==> config.mk <==
export PLATFORM = sky130hd
export DESIGN_NAME = fifo_wr_arbiter_flat
export DESIGN_NICKNAME = d
export VERILOG_FILES = /design/src/rtl/fifo_wr_arbiter_if.sv /design/src/rtl/fifo_wr_arbiter.sv /design/src/flat_wrapper.sv
export SDC_FILE = /design/constraint.sdc
export NUM_CORES = 1
export LEC_CHECK = 0
export ABC_AREA = 1
export CORE_MARGIN = 2
export CORE_UTILIZATION = 34
export CTS_CLUSTER_DIAMETER = 200
export CTS_CLUSTER_SIZE = 24
export DETAILED_ROUTE_END_ITERATION = 6
export GPL_ROUTABILITY_DRIVEN = 0
export GPL_TIMING_DRIVEN = 0
export HOLD_SLACK_MARGIN = 0.02
export PLACE_DENSITY = 0.8
export RECOVER_POWER = 25
export REMOVE_ABC_BUFFERS = 1
export SKIP_CTS_REPAIR_TIMING = 1
export SLEW_MARGIN = 0
export SYNTH_ARGS = -nofsm -noshare
export SYNTH_HDL_FRONTEND = slang
export SYNTH_SLANG_ARGS = --single-unit
==> constraint.sdc <==
create_clock -name clk -period 1.8 [get_ports clk]
set_clock_uncertainty 0.05 [all_clocks]
set_input_delay 0.27 -clock clk [delete_from_list [all_inputs] [get_ports clk]]
set_output_delay 0.27 -clock clk [all_outputs]
set_load 0.05 [all_outputs]
==> src/rtl/fifo_wr_arbiter_if.sv <==
// Write-side bundle between the requesters, the arbiter and the FIFO write port.
//   req_valid/req_last/req_data : per-requester stream in (requester i at slice i)
//   req_ready                   : per-requester ready, at most one bit high
//   fifo_full                   : FIFO full flag (registered inside the FIFO)
//   fifo_w_en/fifo_data         : FIFO write port
//   grant_id/busy/burst_cnt     : arbiter status
// Modport master is the arbiter; slave is the surrounding logic (requesters + FIFO).
interface fifo_wr_arbiter_if #(
    parameter int unsigned NUM_REQ    = 4,
    parameter int unsigned DATA_WIDTH = 8,
    parameter int unsigned MAX_BURST  = 4,
    parameter int unsigned ID_WIDTH   = 2
);
    localparam int unsigned CntWidth = $clog2(MAX_BURST) + 1;

    logic [NUM_REQ-1:0]            req_valid;
    logic [NUM_REQ-1:0]            req_last;
    logic [NUM_REQ*DATA_WIDTH-1:0] req_data;
    logic [NUM_REQ-1:0]            req_ready;
    logic                          fifo_full;
    logic                          fifo_w_en;
    logic [DATA_WIDTH-1:0]         fifo_data;
    logic [ID_WIDTH-1:0]           grant_id;
    logic                          busy;
    logic [CntWidth-1:0]           burst_cnt;

    modport master (
        input  req_valid, req_last, req_data, fifo_full,
        output req_ready, fifo_w_en, fifo_data, grant_id, busy, burst_cnt
    );

    modport slave (
        output req_valid, req_last, req_data, fifo_full,
        input  req_ready, fifo_w_en, fifo_data, grant_id, busy, burst_cnt
    );
endinterface

==> src/rtl/fifo_wr_arbiter.sv <==
// Round-robin arbiter sharing the async FIFO write port among NUM_REQ requesters.
// A granted requester owns the port for one burst, ending on req_last or after
// MAX_BURST words; one IDLE bubble separates bursts. Writes are gated by fifo_full.
// Ports:
//   clk : write-domain clock (FIFO wclk)
//   rst : asynchronous active-low reset
//   bus : fifo_wr_arbiter_if.master (requester streams, FIFO write port, status)
module fifo_wr_arbiter #(
    parameter int unsigned NUM_REQ    = 4,
    parameter int unsigned DATA_WIDTH = 8,
    parameter int unsigned MAX_BURST  = 4,
    parameter int unsigned ID_WIDTH   = 2
) (
    input logic               clk,
    input logic               rst,
    fifo_wr_arbiter_if.master bus
);
    localparam int unsigned CntWidth = $clog2(MAX_BURST) + 1;

    typedef enum logic [0:0] {StIdle, StBurst} state_e;

    state_e                        state_q, state_d;
    logic [ID_WIDTH-1:0]           grant_q, grant_d;
    logic [ID_WIDTH-1:0]           ptr_q, ptr_d;
    logic [CntWidth-1:0]           cnt_q, cnt_d;
    logic [ID_WIDTH-1:0]           sel;
    logic                          any_valid;
    logic [NUM_REQ-1:0]            valid_shift, last_shift;
    logic [NUM_REQ*DATA_WIDTH-1:0] data_shift;
    logic                          valid_g, last_g, cnt_wrap, xfer;

    // First valid requester after ptr, scanning ptr+1, ptr+2, ... modulo NUM_REQ.
    function automatic logic [ID_WIDTH-1:0] rr_pick(input logic [NUM_REQ-1:0] valid,
                                                    input logic [ID_WIDTH-1:0] ptr);
        logic [ID_WIDTH-1:0] pick;
        logic                hit;
        int unsigned         idx;
        logic [NUM_REQ-1:0]  v;
        pick = ptr;
        hit  = 1'b0;
        for (int unsigned k = 1; k <= NUM_REQ; k++) begin
            idx = (32'(ptr) + k) % NUM_REQ;
            v   = valid >> idx;
            if (!hit && v[0]) begin
                pick = ID_WIDTH'(idx);
                hit  = 1'b1;
            end
        end
        return pick;
    endfunction

    assign sel       = rr_pick(bus.req_valid, ptr_q);
    assign any_valid = |bus.req_valid;

    // Shift-based selection of the granted lane avoids wide variable indexing.
    assign valid_shift = bus.req_valid >> grant_q;
    assign last_shift  = bus.req_last >> grant_q;
    assign data_shift  = bus.req_data >> (32'(grant_q) * DATA_WIDTH);
    assign valid_g     = valid_shift[0];
    assign last_g      = last_shift[0];
    assign cnt_wrap    = (32'(cnt_q) + 32'd1) == MAX_BURST;

    always_comb begin
        state_d       = state_q;
        grant_d       = grant_q;
        ptr_d         = ptr_q;
        cnt_d         = cnt_q;
        xfer          = 1'b0;
        bus.req_ready = '0;
        unique case (state_q)
            StIdle: begin
                if (any_valid) begin
                    grant_d = sel;
                    ptr_d   = sel;
                    cnt_d   = '0;
                    state_d = StBurst;
                end
            end
            StBurst: begin
                // Grant is held through valid gaps and full stalls; no timeout.
                if (!bus.fifo_full) begin
                    bus.req_ready = NUM_REQ'(1) << grant_q;
                end
                xfer = valid_g & ~bus.fifo_full;
                if (xfer) begin
                    cnt_d = cnt_q + CntWidth'(1);
                    if (last_g || cnt_wrap) begin
                        state_d = StIdle;
                    end
                end
            end
            default: state_d = StIdle;
        endcase
    end

    always_ff @(posedge clk or negedge rst) begin
        if (!rst) begin
            state_q <= StIdle;
            grant_q <= '0;
            ptr_q   <= ID_WIDTH'(NUM_REQ - 1);
            cnt_q   <= '0;
        end else begin
            state_q <= state_d;
            grant_q <= grant_d;
            ptr_q   <= ptr_d;
            cnt_q   <= cnt_d;
        end
    end

    assign bus.fifo_w_en = xfer;
    assign bus.fifo_data = data_shift[DATA_WIDTH-1:0];
    assign bus.grant_id  = grant_q;
    assign bus.busy      = (state_q == StBurst);
    assign bus.burst_cnt = cnt_q;
endmodule
==> src/flat_wrapper.sv <==
// flat-port wrapper written by rule: the top's interface ports become plain ports
module fifo_wr_arbiter_flat 
#(
    parameter int unsigned NUM_REQ    = 4,
    parameter int unsigned DATA_WIDTH = 8,
    parameter int unsigned MAX_BURST  = 4,
    parameter int unsigned ID_WIDTH   = 2
)
  (clk, rst, bus_req_valid, bus_req_last, bus_req_data, bus_fifo_full, bus_req_ready, bus_fifo_w_en, bus_fifo_data, bus_grant_id, bus_busy, bus_burst_cnt);
  fifo_wr_arbiter_if #(.NUM_REQ(NUM_REQ), .DATA_WIDTH(DATA_WIDTH), .MAX_BURST(MAX_BURST), .ID_WIDTH(ID_WIDTH)) bus_i ();
  input logic clk;
  input logic rst;
  input wire logic [$bits(bus_i.req_valid)-1:0] bus_req_valid;
  input wire logic [$bits(bus_i.req_last)-1:0] bus_req_last;
  input wire logic [$bits(bus_i.req_data)-1:0] bus_req_data;
  input wire logic [$bits(bus_i.fifo_full)-1:0] bus_fifo_full;
  output wire logic [$bits(bus_i.req_ready)-1:0] bus_req_ready;
  output wire logic [$bits(bus_i.fifo_w_en)-1:0] bus_fifo_w_en;
  output wire logic [$bits(bus_i.fifo_data)-1:0] bus_fifo_data;
  output wire logic [$bits(bus_i.grant_id)-1:0] bus_grant_id;
  output wire logic [$bits(bus_i.busy)-1:0] bus_busy;
  output wire logic [$bits(bus_i.burst_cnt)-1:0] bus_burst_cnt;
  assign bus_i.req_valid = bus_req_valid;
  assign bus_i.req_last = bus_req_last;
  assign bus_i.req_data = bus_req_data;
  assign bus_i.fifo_full = bus_fifo_full;
  assign bus_req_ready = bus_i.req_ready;
  assign bus_fifo_w_en = bus_i.fifo_w_en;
  assign bus_fifo_data = bus_i.fifo_data;
  assign bus_grant_id = bus_i.grant_id;
  assign bus_busy = bus_i.busy;
  assign bus_burst_cnt = bus_i.burst_cnt;
  fifo_wr_arbiter #(.NUM_REQ(NUM_REQ), .DATA_WIDTH(DATA_WIDTH), .MAX_BURST(MAX_BURST), .ID_WIDTH(ID_WIDTH)) u_core (.clk(clk), .rst(rst), .bus(bus_i));
endmodule
==> results.ini, run 1 <==
[power_and_ir_drop]
p_comb_share_pct=79.7
p_total_w=0.00299
seqPwrFrac_pct=15.3
vdd_drop_max_uv=1140
swShare_pct=62.1
clockPowerShare_pct=5.0
p_leak_nw=0.783
internal_power_w=0.00114
powerDensity_nw_per_um2=1970
p_sw_w=0.00186

[critical_path]
crit_slowest_cell=dfrtp_2
startpoint_type=flip-flop
path_cells=inv_2 -> nand2_2 -> inv_4 -> nand2_2 -> nand2_2 -> nor2_4 -> nor2_4 -> buf_6
critPathArrivalTime_ps=1490
critPathBufInv=3
path_delay_family=flip-flops
endpoint_kind=primary output
cpMostUsedCell=nand2_2
crit_required_ps=1480
slowest_delay_ps=480
critPathMaxFanout=10
path_class=reg -> out

[global_route]
grt_use_met2_pct=36.2
met3_usage_pct=5.28
grt_max_degree=11
grt_usage_pct=19.7
grt_pass1_vias=1073
grt-busiest-layer=met2
gr-total-overflow=0
grt_pass1_wl_mm=4.30
antenna_found_initial=0
use_met1_pct=21.5

[clocking]
cts.path.max_buffers=2
cts_root_buffer=clkbuf_4
htreeDepth=1
cts_buffers=3
clock_latency_ps=260
cts.clk_slew.worst_paths_ps=60
cts_tree=built
clock_sinks=8

[drt]
drcViolationCount=0
drtIter0Drc=29
drtAntennaViolNets=0
drt_first_pass_iters=4
vias=1140
postRouteWirelength_mm=2.84
wl_per_cell_um=12.3
vias_per_cell=4.94

[synth]
syn_inst=134
synth_compound_area_share_pct=14.8
synth.avg_cell_area_um2=6.29
synth_top_family_by_area=simple AND/OR/NAND/NOR gates
synth_seq_cells=8
synth_fa_ha_area_share_pct=2.97
synthMuxAreaShare_pct=0
yosysSeqAreaShare_pct=24.0
syn_area_um2=843
yosysUniqueCellTypes=23
synth_xor_area_share_pct=1.04
synthSimpleGateAreaFrac_pct=50.6
ys_warn_count=0

[cells_and_area]
antennaDiodeCount=0
nets=247
final_common_cell=nand2_1
drive_above_1_share_pct=22.4
syn2layout_area_growth_pct=80.0
layout.cells.non_filler=231
layout_common_cells=nand2_1, clkdlybuf4s50_1, a22oi_1
finalCoreUtilization_pct=63.0

[sta]
layout_setup_ws_ps=-13.4
drv_slew=0
rsz0062_at_grt=true
worst_slew_pin_slew_ps=509
period_needed_ps=1810
relSlewSlack_pct=66.0
fmax_mhz=551
hold_viol=0
setup_viol=1
finalSetupTns_ps=-13.4
finalCritPeriodShare_pct=101

[floorplanning]
core_area_um2=2410
die_w_um=53.8
start_util_pct=35.0
row_count=18
die_h_um=53.8
dieArea_um2=2890
ios=62

[run]
drv_cap=0

[hold_path]
hold_class=in -> async

[place]
dp_cells=224
dp_hpwl_mm=2.28
io_buffers=61

[run_status]
violations=negative setup slack
outcome=finished, violations left

-- stage by stage --
stage / instance area [um2] / hold slack (ps) / setup slack, ps
5_1_grt: 1520 / 320 / -89.0
4_1_cts: 1510 / 238 / -933
2_1_floorplan: 836 / -75.6 / -526
3_5_place_dp: 1480 / 446 / -650
3_3_place_gp: 1480 / 441 / -598
6_report: 1520 / 305 / -13.4
-- state kept, by name, indices dropped and copies added, names as in the netlist --
name and flops:
u_core.ptr_q 2, u_core.bus.grant_id 2, u_core.bus.burst_cnt 3, u_core.bus.busy 1
-- Yosys cell counts --
cell type	instances	area share, %
xor2_1	1	1.0
nand4_1	3	2.2
o31ai_1	1	0.89
buf_4	1	0.89
inv_1	5	2.2
nand3_1	10	5.9
inv_2	3	1.3
nor2_2	2	1.5
dfrtp_1	6	18
dfstp_2	2	6.2
nor3_1	1	0.59
nand2_2	8	5.9
a22oi_1	13	12
inv_4	2	1.5
ha_1	2	3.0
a21oi_1	3	1.8
nor2_4	3	4.0
clkinv_2	1	0.59
o21ai_0	1	0.59
nand3_2	1	1.2
nand2_1	60	27
nor4_1	1	0.74
nor2_1	4	1.8
-- final timing paths --
kind / from / to / slack [ps] / cells after the start
worst max-delay path: u_core.bus.grant_id[1]$_DFFE_PN0P_ / bus_fifo_w_en / -10 / 8
worst min-delay path: rst / u_core.bus.burst_cnt[1]$_DFFE_PN0P_ / 310 / 1
worst max register to register: u_core.ptr_q[0]$_DFFE_PN1P_ / u_core.bus.grant_id[1]$_DFFE_PN0P_ / 170 / 11
worst min register to register: u_core.ptr_q[1]$_DFFE_PN1P_ / u_core.ptr_q[1]$_DFFE_PN1P_ / 460 / 2
max in group asynchronous: rst / u_core.ptr_q[0]$_DFFE_PN1P_ / 1080 / 1
min in group clk: u_core.ptr_q[1]$_DFFE_PN1P_ / u_core.ptr_q[1]$_DFFE_PN1P_ / 460 / 2
-- worst reg2reg max path, delay by kind of cell, from the launching register on --
kind                   cells  cell delay (ps)
AND/OR/NAND/NOR            9              670
buffers and inverters      2              160
flip-flops                 1              650
-- cells by family (layout without fill, tap and decap cells) --
| family | after synthesis | count (layout) |
|---|---|---|
| DFF | 8 | 8 |
| and+or+nand+nor | 93 | 93 |
| xor gates and xnor gates | 1 | 1 |
| adders and majority gates | 2 | 2 |
| AOI/OAI and AO/OA | 18 | 18 |
| buffers and inverters | 12 | 79 |
-- power by group through the flow --
stage               clock network (W)  registers, W  logic (W)
floorplan                           0      0.000616    0.00150
global placement                    0      0.000432    0.00237
detailed placement                  0      0.000442    0.00243
CTS                          0.000156      0.000440    0.00243
global route                 0.000163      0.000476    0.00257
finish                       0.000150      0.000457    0.00239
-- area by class of cell --
type	count	area [um2]
clock buffer	4	26.3
fill	220	892
inverter	11	53.8
multi-input combinational	114	596
sequential	8	205
tap	30	37.5
timing repair buffer	64	599
-- routing by layer --
layer,vias to the layer above,share of wire [%]
li1,582,-
met1,505,38
met2,53,47
met3,0,15
met4,0,0
met5,-,0
Note: power is estimated with default switching activity, not from simulation.
==> run 2, diff against run 1 <==
Settings changed: ABC_AREA 1 to 0, PLACE_DENSITY 0.8 to 0.79.
==> run 2 against run 1 <==
  * The run still ends with negative setup slack left
  * Worst setup slack lost 150 ps
  * Sequential cell count stayed put
  * First-iteration DRC count down 38%
  * Highest routed layer is now met4
  * Global-route usage decreased by 1.4 points
  * Largest cell class unchanged
  * Sequential share of layout area down 0.20 points
  * Fmax is 7.6% lower
==> results.ini, run 2 <==
[cells_and_area]
finalCoreUtilization_pct=64.5
syn2layout_area_growth_pct=81.7
multiInputGateArea_um2=617
fillers=196
regArea_um2=209
final_cell_area_um2=1570
layout.cells.non_filler=180
nets=196
largest_reg_flops=3
antennaDiodeCount=0
final_common_cell=clkdlybuf4s50_1
layout_common_cells=clkdlybuf4s50_1, buf_6, dlymetal6s2s_1
drive_above_1_share_pct=24.7

[floorplanning]
dieArea_um2=2960
ios=62
row_count=18
die_w_um=54.4
die_h_um=54.4
core_area_um2=2430
start_util_pct=35.5

[clocking]
clock_latency_ps=260
cts.path.max_buffers=2
cts_tree=built
clock_sinks=8
cts.clk_slew.worst_paths_ps=60
htreeDepth=1
cts_root_buffer=clkbuf_4
cts_buffers=3

[synth]
synth_common_cells=mux4_2, nor2_1, dfrtp_1, nand2_1, nand2b_1
synth_seq_cells=8
yosysSeqAreaShare_pct=23.5
yosysTopAreaCell=mux4_2
ys_warn_count=0
synth-edff-count=0
synth.top_cell.area_share_pct=20.9
syn_area_um2=863
synthFlopType=dfrtp_1
synth-async-reset-ratio_pct=100
yosysUniqueCellTypes=36
synth.avg_cell_area_um2=10.0
synthTopCellsByArea=mux4_2, dfrtp_1, dfstp_2
syn_inst=86

[sta]
worst_slew_pin_slew_ps=504
hold_ws_ps=306
layout_setup_ws_ps=-163
relSlewSlack_pct=66.3
rsz0062_at_grt=true
fmax_mhz=509
period_needed_ps=1960
setup_viol=9
drv_slew=0
finalCritPeriodShare_pct=109
hold_viol=0

[drt]
vias=965
postRouteWirelength_mm=2.92
drtAntennaViolNets=0
vias_per_cell=5.36
wl_per_cell_um=16.2
drtIter0Drc=18
drt_first_pass_iters=4
drcViolationCount=0

[critical_path]
path_cells=buf_6 -> mux4_2 -> and2_1 -> buf_2
path_class=reg -> out
path_delay_family=flip-flops
startpoint_type=flip-flop
slowest_delay_ps=500
crit_slowest_cell=dfrtp_4
critPathArrivalTime_ps=1640
critPathBufInv=2
critPathMaxFanout=8
endpoint_kind=primary output
crit_required_ps=1480
reg2reg_setup_slack_ps=160

[place]
dp_hpwl_mm=2.14
dp_cells=171
place_area_um2=1480
io_buffers=61

[global_route]
grt_pass1_wl_mm=3.92
antenna_found_initial=0
grt_pass1_vias=885
grt_max_degree=17
gr-total-overflow=0
grt_usage_pct=18.3

[power_and_ir_drop]
powerDensity_nw_per_um2=1610
vdd_drop_max_uv=1080
p_leak_nw=0.721

[run]
drv_cap=0

[run_status]
outcome=finished, violations left
violations=negative setup slack

[hold_path]
hold_class=in -> async

## run 2: cells by family after synthesis
kind of cell / after synthesis / synth area share (%)
flip-flops: 8 / 23.5
buffers and inverters: 8 / 4.93
XOR/XNOR: 2 / 2.03
adder cells (fa/ha/maj): 2 / 2.90
AND/OR/NAND/NOR: 38 / 25.4
AO/OA/AOI/OAI: 17 / 13.2
multiplexers: 11 / 28.1
## run 2: power breakdown
part	switching (W)	internal, W
Combinational	0.00109	0.000833
Clock	0.0000690	0.0000853
Sequential	0.000159	0.000292
Total	0.00132	0.00121
## run 2: layout make-up
type                    count  area share (%)
clock buffers               4            1.67
inverters                   2           0.478
flip-flops and latches      8            13.3
repair buffers             66            42.8
multi-input cells          70            39.3
well taps                  30            2.39
## run 2: path summary, 6_finish.rpt
| check | start | end | cells after the start |
|---|---|---|---|
| min in group clk | u_core.ptr_q[0]$_DFFE_PN1P_ | u_core.ptr_q[0]$_DFFE_PN1P_ | 2 |
| min | rst | u_core.bus.burst_cnt[2]$_DFFE_PN0P_ | 1 |
| min reg2reg | u_core.ptr_q[0]$_DFFE_PN1P_ | u_core.ptr_q[0]$_DFFE_PN1P_ | 2 |
| max reg2reg | u_core.ptr_q[1]$_DFFE_PN1P_ | u_core.bus.grant_id[1]$_DFFE_PN0P_ | 4 |
| max in group asynchronous | rst | u_core.ptr_q[0]$_DFFE_PN1P_ | 1 |
| max | u_core.bus.grant_id[0]$_DFFE_PN0P_ | bus_fifo_w_en | 4 |
## run 2: per-layer routing
layer  wire (um)  global-route usage [%]  up-vias
li1            -                       -      458
met1        1150                    21.2      465
met2        1440                    32.5       40
met3         323                    7.10        2
met4           8                    2.50        0
met5           0                       0        -
## run 2: metrics by stage
| step | total power, W | TNS (ps) | worst slack [ps] |
|---|---|---|---|
| after floorplan | 0.00166 | -4290 | -688 |
| after global placement | 0.00220 | -8810 | -793 |
| after detailed placement | 0.00223 | -9110 | -823 |
| after CTS | 0.00239 | -12320 | -1000 |
| after global routing | 0.00268 | -774 | -236 |
| final | 0.00253 | -385 | -163 |
